===== src/rtl/instruction_fetch_unit.sv =====
// Instruction-fetch front end: owns the PC, fetches over a req/ack handshake
// and drives the IF/ID payload, with stall holding and branch/jump redirects.
module instruction_fetch_unit #(
    parameter logic [31:0] RESET_PC = 32'h00000000
) (
    input  logic        Clk,
    input  logic        Reset,
    input  logic [31:0] PCAddResult,
    input  logic        Stall,
    input  logic        RedirectValid,
    input  logic [31:0] RedirectTarget,
    input  logic        IMemAck,
    input  logic [31:0] IMemData,
    output logic [31:0] PCResult,
    output logic        IMemReq,
    output logic [31:0] Instruction,
    output logic [31:0] InstrPC,
    output logic        InstrValid,
    output logic        MisalignedFault
);

    typedef enum logic [1:0] {
        BOOT  = 2'd0,
        FETCH = 2'd1,
        HOLD  = 2'd2,
        FAULT = 2'd3
    } state_t;

    state_t      state_r;
    logic [31:0] hold_data_r;

    assign IMemReq = (state_r == FETCH);

    // Fetch sequencer: PC, IF/ID payload, hold buffer and fault flag.
    always_ff @(posedge Clk) begin
        if (!Reset) begin
            state_r         <= BOOT;
            PCResult        <= RESET_PC;
            Instruction     <= 32'h00000000;
            InstrPC         <= 32'h00000000;
            InstrValid      <= 1'b0;
            MisalignedFault <= 1'b0;
            hold_data_r     <= 32'h00000000;
        end else if (RedirectValid && (state_r != FAULT)) begin
            // A redirect wins over stalls and drops any same-edge ack data.
            PCResult    <= RedirectTarget;
            InstrValid  <= 1'b0;
            hold_data_r <= 32'h00000000;
            if (RedirectTarget[1:0] == 2'b00) begin
                state_r <= FETCH;
            end else begin
                MisalignedFault <= 1'b1;
                state_r         <= FAULT;
            end
        end else begin
            case (state_r)
                BOOT: begin
                    state_r <= FETCH;
                end
                FETCH: begin
                    if (IMemAck) begin
                        if (!Stall) begin
                            Instruction <= IMemData;
                            InstrPC     <= PCResult;
                            InstrValid  <= 1'b1;
                            PCResult    <= PCAddResult;
                        end else begin
                            hold_data_r <= IMemData;
                            state_r     <= HOLD;
                        end
                    end else if (!Stall) begin
                        InstrValid <= 1'b0;
                    end else begin
                        InstrValid <= InstrValid;
                    end
                end
                HOLD: begin
                    // The held word belongs to the PC that was frozen at capture.
                    if (!Stall) begin
                        Instruction <= hold_data_r;
                        InstrPC     <= PCResult;
                        InstrValid  <= 1'b1;
                        PCResult    <= PCAddResult;
                        state_r     <= FETCH;
                    end else begin
                        state_r <= HOLD;
                    end
                end
                FAULT: begin
                    InstrValid <= 1'b0;
                    state_r    <= FAULT;
                end
                default: begin
                    InstrValid <= 1'b0;
                    state_r    <= BOOT;
                end
            endcase
        end
    end

endmodule


===== config.mk =====
export PLATFORM = sky130hd
export DESIGN_NAME = instruction_fetch_unit
export DESIGN_NICKNAME = d
export VERILOG_FILES = /design/src/rtl/instruction_fetch_unit.sv
export SDC_FILE = /design/constraint.sdc
export NUM_CORES = 1
export LEC_CHECK = 0
export ABC_AREA = 1
export CAP_MARGIN = 20
export CORE_MARGIN = 10
export CORE_UTILIZATION = 45
export DETAILED_ROUTE_END_ITERATION = 8
export PLACE_DENSITY = 0.79
export RECOVER_POWER = 25
export SLEW_MARGIN = 10
export SYNTH_ARGS = -nofsm -noshare
export SYNTH_HDL_FRONTEND = slang
export SYNTH_SLANG_ARGS = --single-unit

===== constraint.sdc =====
create_clock -name Clk -period 2.2 [get_ports Clk]
set_clock_uncertainty 0.15 [all_clocks]
set_input_delay 0.44 -clock Clk [delete_from_list [all_inputs] [get_ports Clk]]
set_output_delay 0.44 -clock Clk [all_outputs]
set_load 0.02 [all_outputs]

---- Yosys cells after proc, flatten, opt, wreduce, memory -nomap -nowiden ----
Cells that the tools add are included.
Widths: inputs -> output; s select.
word-level totals
  output and inout port bits .............. 99
  word-level logic and storage cells ...... 55
  flip-flop bits (word level) ............. 132
  input bits .............................. 101
operators by class
  mux-type cells .......................... 21
  reductions and logical operators ........ 14
  bitwise logic cells ..................... 3
  equality and inequality tests ........... 10
operators with widths
  cell                count
  $mux 32             8
  $pmux 32 s2         3
  $mux 2              5
  $ne 2x2->1 const B  4
  $pmux 2 s4          1
  $reduce_and 2->1    4
  $ne 3x2->1 const B  2
  $reduce_and 3->1    2
  $reduce_bool 3->1   2
  $reduce_and 5->1    1
  $eq 2x2->1 const B  2
  $logic_not 2->1     2
  $mux 1              3
  $ne 3x3->1 const B  1
  $not 1->1           3
  $pmux 1 s3          1
  $eq 2x1->1 const B  1
  $reduce_bool 2->1   1
  $reduce_or 2->1     1
  $logic_and 1x1->1   1

---- Depth between registers and ports, before layout ----
  depth after elaboration ................. 4
  mapped depth ............................ 11
  depth with buffers taken out ............ 10

---- Worst setup path after synthesis ----
Ideal clock, no wire load.
  path kind ............................... flip-flop to flip-flop
  start point ............................. register state_r[1]
  end point ............................... register Instruction[10]
  library setup time ...................... 0.113 ns
  data required time ...................... 1.937 ns
  stages on the path, launching flop included .. 10
  arrival time ............................ 1.578 ns
  path buffers ............................ 1
  path slack .............................. 0.359 ns
  period minus slack after synthesis ...... 1.841 ns
  path through ............................ dfxtp_1 -> inv_1 -> ha_1 -> nand2_1 -> nand3_1 -> nor2_4 -> buf_4 -> nand3_1 -> nand2_1 -> nor2_1
on the way
  elaborated cells on any way between the ends .. 11
  those cells by class .................... eq/ne (6); mux (1); bitwise (1); reduce/logical (3)
RTL lines
  element                                                           line  source
  from (decl)                                                       29    state_t state_r;
  from (signal assigned)                                            37    state_r <= BOOT;
  from (signal assigned)                                            50    state_r <= FETCH;
  from (signal assigned)                                            53    state_r <= FAULT;
  $eq 2x1->1 (*)                                                    -
  net IMemReq                                                       15    output logic IMemReq,
  $ne 2x2->1 (no source line) or $reduce_bool 2->1 (tied branches)  -
  $reduce_and 5->1 (no source line)                                 -
  to (signal assigned)                                              63    Instruction <= IMemData;
  to (signal assigned)                                              80    Instruction <= hold_data_r;
  to (decl)                                                         16    output logic [31:0] Instruction,
Mark *: on every way through the listed nets, which the timed path passes. The rest lies on a longest branch.
A chain may end at the register's enable or synchronous reset.

---- Worst setup path after layout ----
  start point ............................. register state_r[0]
  end point ............................... output IMemReq
on the way
  word-level cells in the longest chain between the ends .. 1
ends and longest elaborated chain
  element     line  source
  $eq 2x1->1  32    assign IMemReq = (state_r == FETCH);
  to (decl)   15
No other way between the ends.

==> flow_metrics.env <==
export IMPL_grt_max_degree=98
export IMPL_critPathRequiredTime_ns=1.61
export IMPL_gp_congestion=0.8591
export IMPL_endpoint_kind="primary output"
export IMPL_numPortBuffers=199
export IMPL_synth_fp_nets=1001
export IMPL_num_rows=41
export IMPL_netlist_instances=893
export IMPL_synth_main_ff_cell="dfxtp_1"
export IMPL_ys_async_sr_fraction_pct=0
export IMPL_clockRootBuffer="clkbuf_16"
export IMPL_slowest_stage="dfxtp_1"
export IMPL_slew_headroom_pct=66.28
export IMPL_cp_cell_sequence="ha_1 > dlygate4sd2_1"
export IMPL_worstMarginPinSlew_ns=0.5057
export IMPL_holdBufCountCts=0
export IMPL_setup_viol=0
export IMPL_ys_top_cells_by_count="nand2_1, nor2_1, dfxtp_1"
export IMPL_cts_tree="done"
export IMPL_grt_pass1_vias=5656
export IMPL_grt_use_total_pct=19.77
export IMPL_met2_length_mm=9.045
export IMPL_fin_util_pct=68.94
export IMPL_start_util_pct=46.05
export IMPL_wl_met3_mm=1.148
export IMPL_ys_types=22
export IMPL_clockBufferDepth=2
export IMPL_postRouteAntennaNets=0
export IMPL_grt_pass1_wl_mm=28.92
export IMPL_syn_avg_cell_area_um2=6.508
export IMPL_htree_levels=4
export IMPL_avgViaCountPerCell=4.746
export IMPL_drt_pass1_iterations=5
export IMPL_drc=0
export IMPL_netlist_top_cells_area="dfxtp_1, nand2_1, nor2_1"
export IMPL_ios=200
export IMPL_preCtsSetupSlack_ns=-0.1566
export IMPL_path_depth=2
export IMPL_startpoint="state_r[0]$_SDFFE_PN0P_"
export IMPL_grt_setup_unrepaired="false"
export IMPL_wl_met1_mm=7.859
export IMPL_critPathTopFamily="flip-flops"
export IMPL_hold_class="in2reg"
export IMPL_timing_final_crit_share_pct=95.64
export IMPL_critPathBufInv=1
export IMPL_fin_crit_ns=2.104
export IMPL_synth_edff_count=0
export IMPL_drv_cap=0
export IMPL_power_density_nw_per_um2=948.2
export IMPL_r2r_end="state_r[0]$_SDFFE_PN0P_"
export IMPL_crit_fanout=6
export IMPL_drv_slew=0
export IMPL_drt_iter0_drc=390
export IMPL_max_stage_delay_ns=0.46
export IMPL_fin_ws_ns=0.09601
export IMPL_routed_wl_mm=18.51
export IMPL_num_fill_cells=1102
export IMPL_antenna_found_initial=2
export IMPL_cts_reportedPaths_clkPinSlew_ns=0.06
export IMPL_die_w_um=133.6
export IMPL_ff2ff_setup_slack_ns=0.21
export IMPL_routedWlPerCell_um=14.54
export IMPL_critPathArrivalTime_ns=1.51
export IMPL_grt_overflow=0
export IMPL_core_um2=12620
export IMPL_yosys_area_top_type="dfxtp_1"
export IMPL_dr_max_layer_used="met4"
export IMPL_synthToLayoutAreaGrowth_pct=49.69
export IMPL_hold_viol_final=0
export IMPL_dieArea_um2=17860
export IMPL_outcome="complete, no violations"
export IMPL_nets=1194
export IMPL_synth_yosys_seq_area_share_pct=45.47
export IMPL_start_kind="flip-flop"
export IMPL_cts_buffers=17
export IMPL_synth_warnings=0
export IMPL_fmax_mhz=475.3
export IMPL_rr_worst_depth=9
export IMPL_peakVddDrop_uv=488.4
export IMPL_die_y_um=133.6
export IMPL_drive_gt1_share_pct=5.823
export IMPL_dp_hpwl_mm=12.66
export IMPL_synth_seq_cells=132
export IMPL_syn_cell_area_um2=5812
export IMPL_worstSetupPathType="reg2out"
export IMPL_routed_via_count=6042
export IMPL_leakagePower_nw=3.968
export IMPL_clkSinkCount=132
export IMPL_clock_latency_ns=0.42
export IMPL_synth_top_area_share_pct=45.47
export IMPL_crit_end="IMemReq"
export IMPL_post_synth_top_count_cell="nand2_1"
export IMPL_r2r_start="state_r[1]$_SDFFE_PN0P_"
## layer usage
layer / vias to the layer above / global-route usage (%)
met5: - / 0
met4: 0 / 8.706
met3: 36 / 6.015
met2: 188 / 32.79
met1: 2702 / 23.01
li1: 3116 / -
## registers in the layout, indices dropped and copies added, names as in the netlist
signal	cells
InstrPC	32
MisalignedFault	1
hold_data_r	32
PCResult	32
InstrValid	1
Instruction	32
state_r	2
## worst reg2reg max path, delay by kind of cell (launching register included)
| kind | cells | cell delay [ns] |
|---|---|---|
| buffers and inverters | 3 | 0.68 |
| DFF | 1 | 0.37 |
| and+or+nand+nor | 3 | 0.34 |
| AOI/OAI and AO/OA | 2 | 0.22 |
| adders and majority gates | 1 | 0.17 |
## what timing repair did
action                                  4_1_cts  5_1_grt
pin swaps                                     0        2
endpoints found under the setup margin        1       32
cloned                                        0        2
setup buffers                                 0        0
resized for setup                             1        3
hold endpoints to repair                      0        0
## cells by family (layout without fill, tap and decap cells)
group	Yosys count	count (layout)	share of synthesized area, %
other	0	2	0
adders and majority gates	7	7	1.507
buffers and inverters	101	305	7.664
DFF	132	132	45.47
and+or+nand+nor	581	583	39.07
AOI/OAI and AO/OA	72	72	6.286
## how the worst min path moves through the flow
| stage | start | to | slack (ns) | depth (start not counted) |
|---|---|---|---|---|
| floorplan | hold_data_r[24]$_SDFFE_PP0P_ | hold_data_r[24]$_SDFFE_PP0P_ | 0.29 | 2 |
| global placement | hold_data_r[25]$_SDFFE_PP0P_ | hold_data_r[25]$_SDFFE_PP0P_ | 0.30 | 2 |
| global route | Reset | state_r[1]$_SDFFE_PN0P_ | 0.21 | 3 |
| finish | Reset | state_r[1]$_SDFFE_PN0P_ | 0.20 | 3 |
| CTS | Reset | state_r[1]$_SDFFE_PN0P_ | 0.19 | 3 |
| detailed placement | hold_data_r[25]$_SDFFE_PP0P_ | hold_data_r[25]$_SDFFE_PP0P_ | 0.30 | 2 |
## power breakdown
part	leakage, nW	switching [mW]	internal (mW)	total, mW
Combinational	2.56	1.27	0.969	2.24
Sequential	1.08	0.175	2.68	2.86
Clock	0.325	1.02	2.13	3.15
Total	3.97	2.46	5.78	8.25
## metrics by stage
step                      hold slack [ns]  setup TNS [ns]  total power, mW  std cells  area, µm²
after floorplan                    0.2862               0            4.127        893       5812
after global placement             0.2954          -2.653            5.098       1237       8026
after detailed placement           0.2982          -4.014            5.130       1237       8026
after CTS                          0.1870               0            8.279       1269       8686
after global routing               0.2085               0            8.648       1273       8700
final                              0.1969               0            8.249       1273       8700
## cell type report
cell class | count | area (µm²) | share of cell area (%)
antenna | 2 | 5.005 | 0.05753
clock buffer | 24 | 491.7 | 5.652
clock inverter | 8 | 168.9 | 1.942
inverter | 50 | 187.7 | 2.157
multi-input combinational | 662 | 2755 | 31.67
sequential | 132 | 2643 | 30.38
tap | 172 | 215.2 | 2.474
timing repair buffer | 223 | 2233 | 25.67
## cells in the final DEF, fill, tap and decap left out, types with 4 or more instances in the layout
master and count:
nand2_1 278, nor2_1 261, clkdlybuf4s50_1 181, dfxtp_1 132, o21ai_0 55, inv_1 46, nand3_1 34, clkbuf_16 17
dlygate4sd3_1 16, buf_4 11, o21ai_1 9, ha_1 7, clkbuf_1 7, buf_12 7, a21oi_1 6, nor2_4 5
bufinv_16 5, inv_2 4, clkbuf_8 4
No activity file was read; power rests on OpenSTA's default activity.
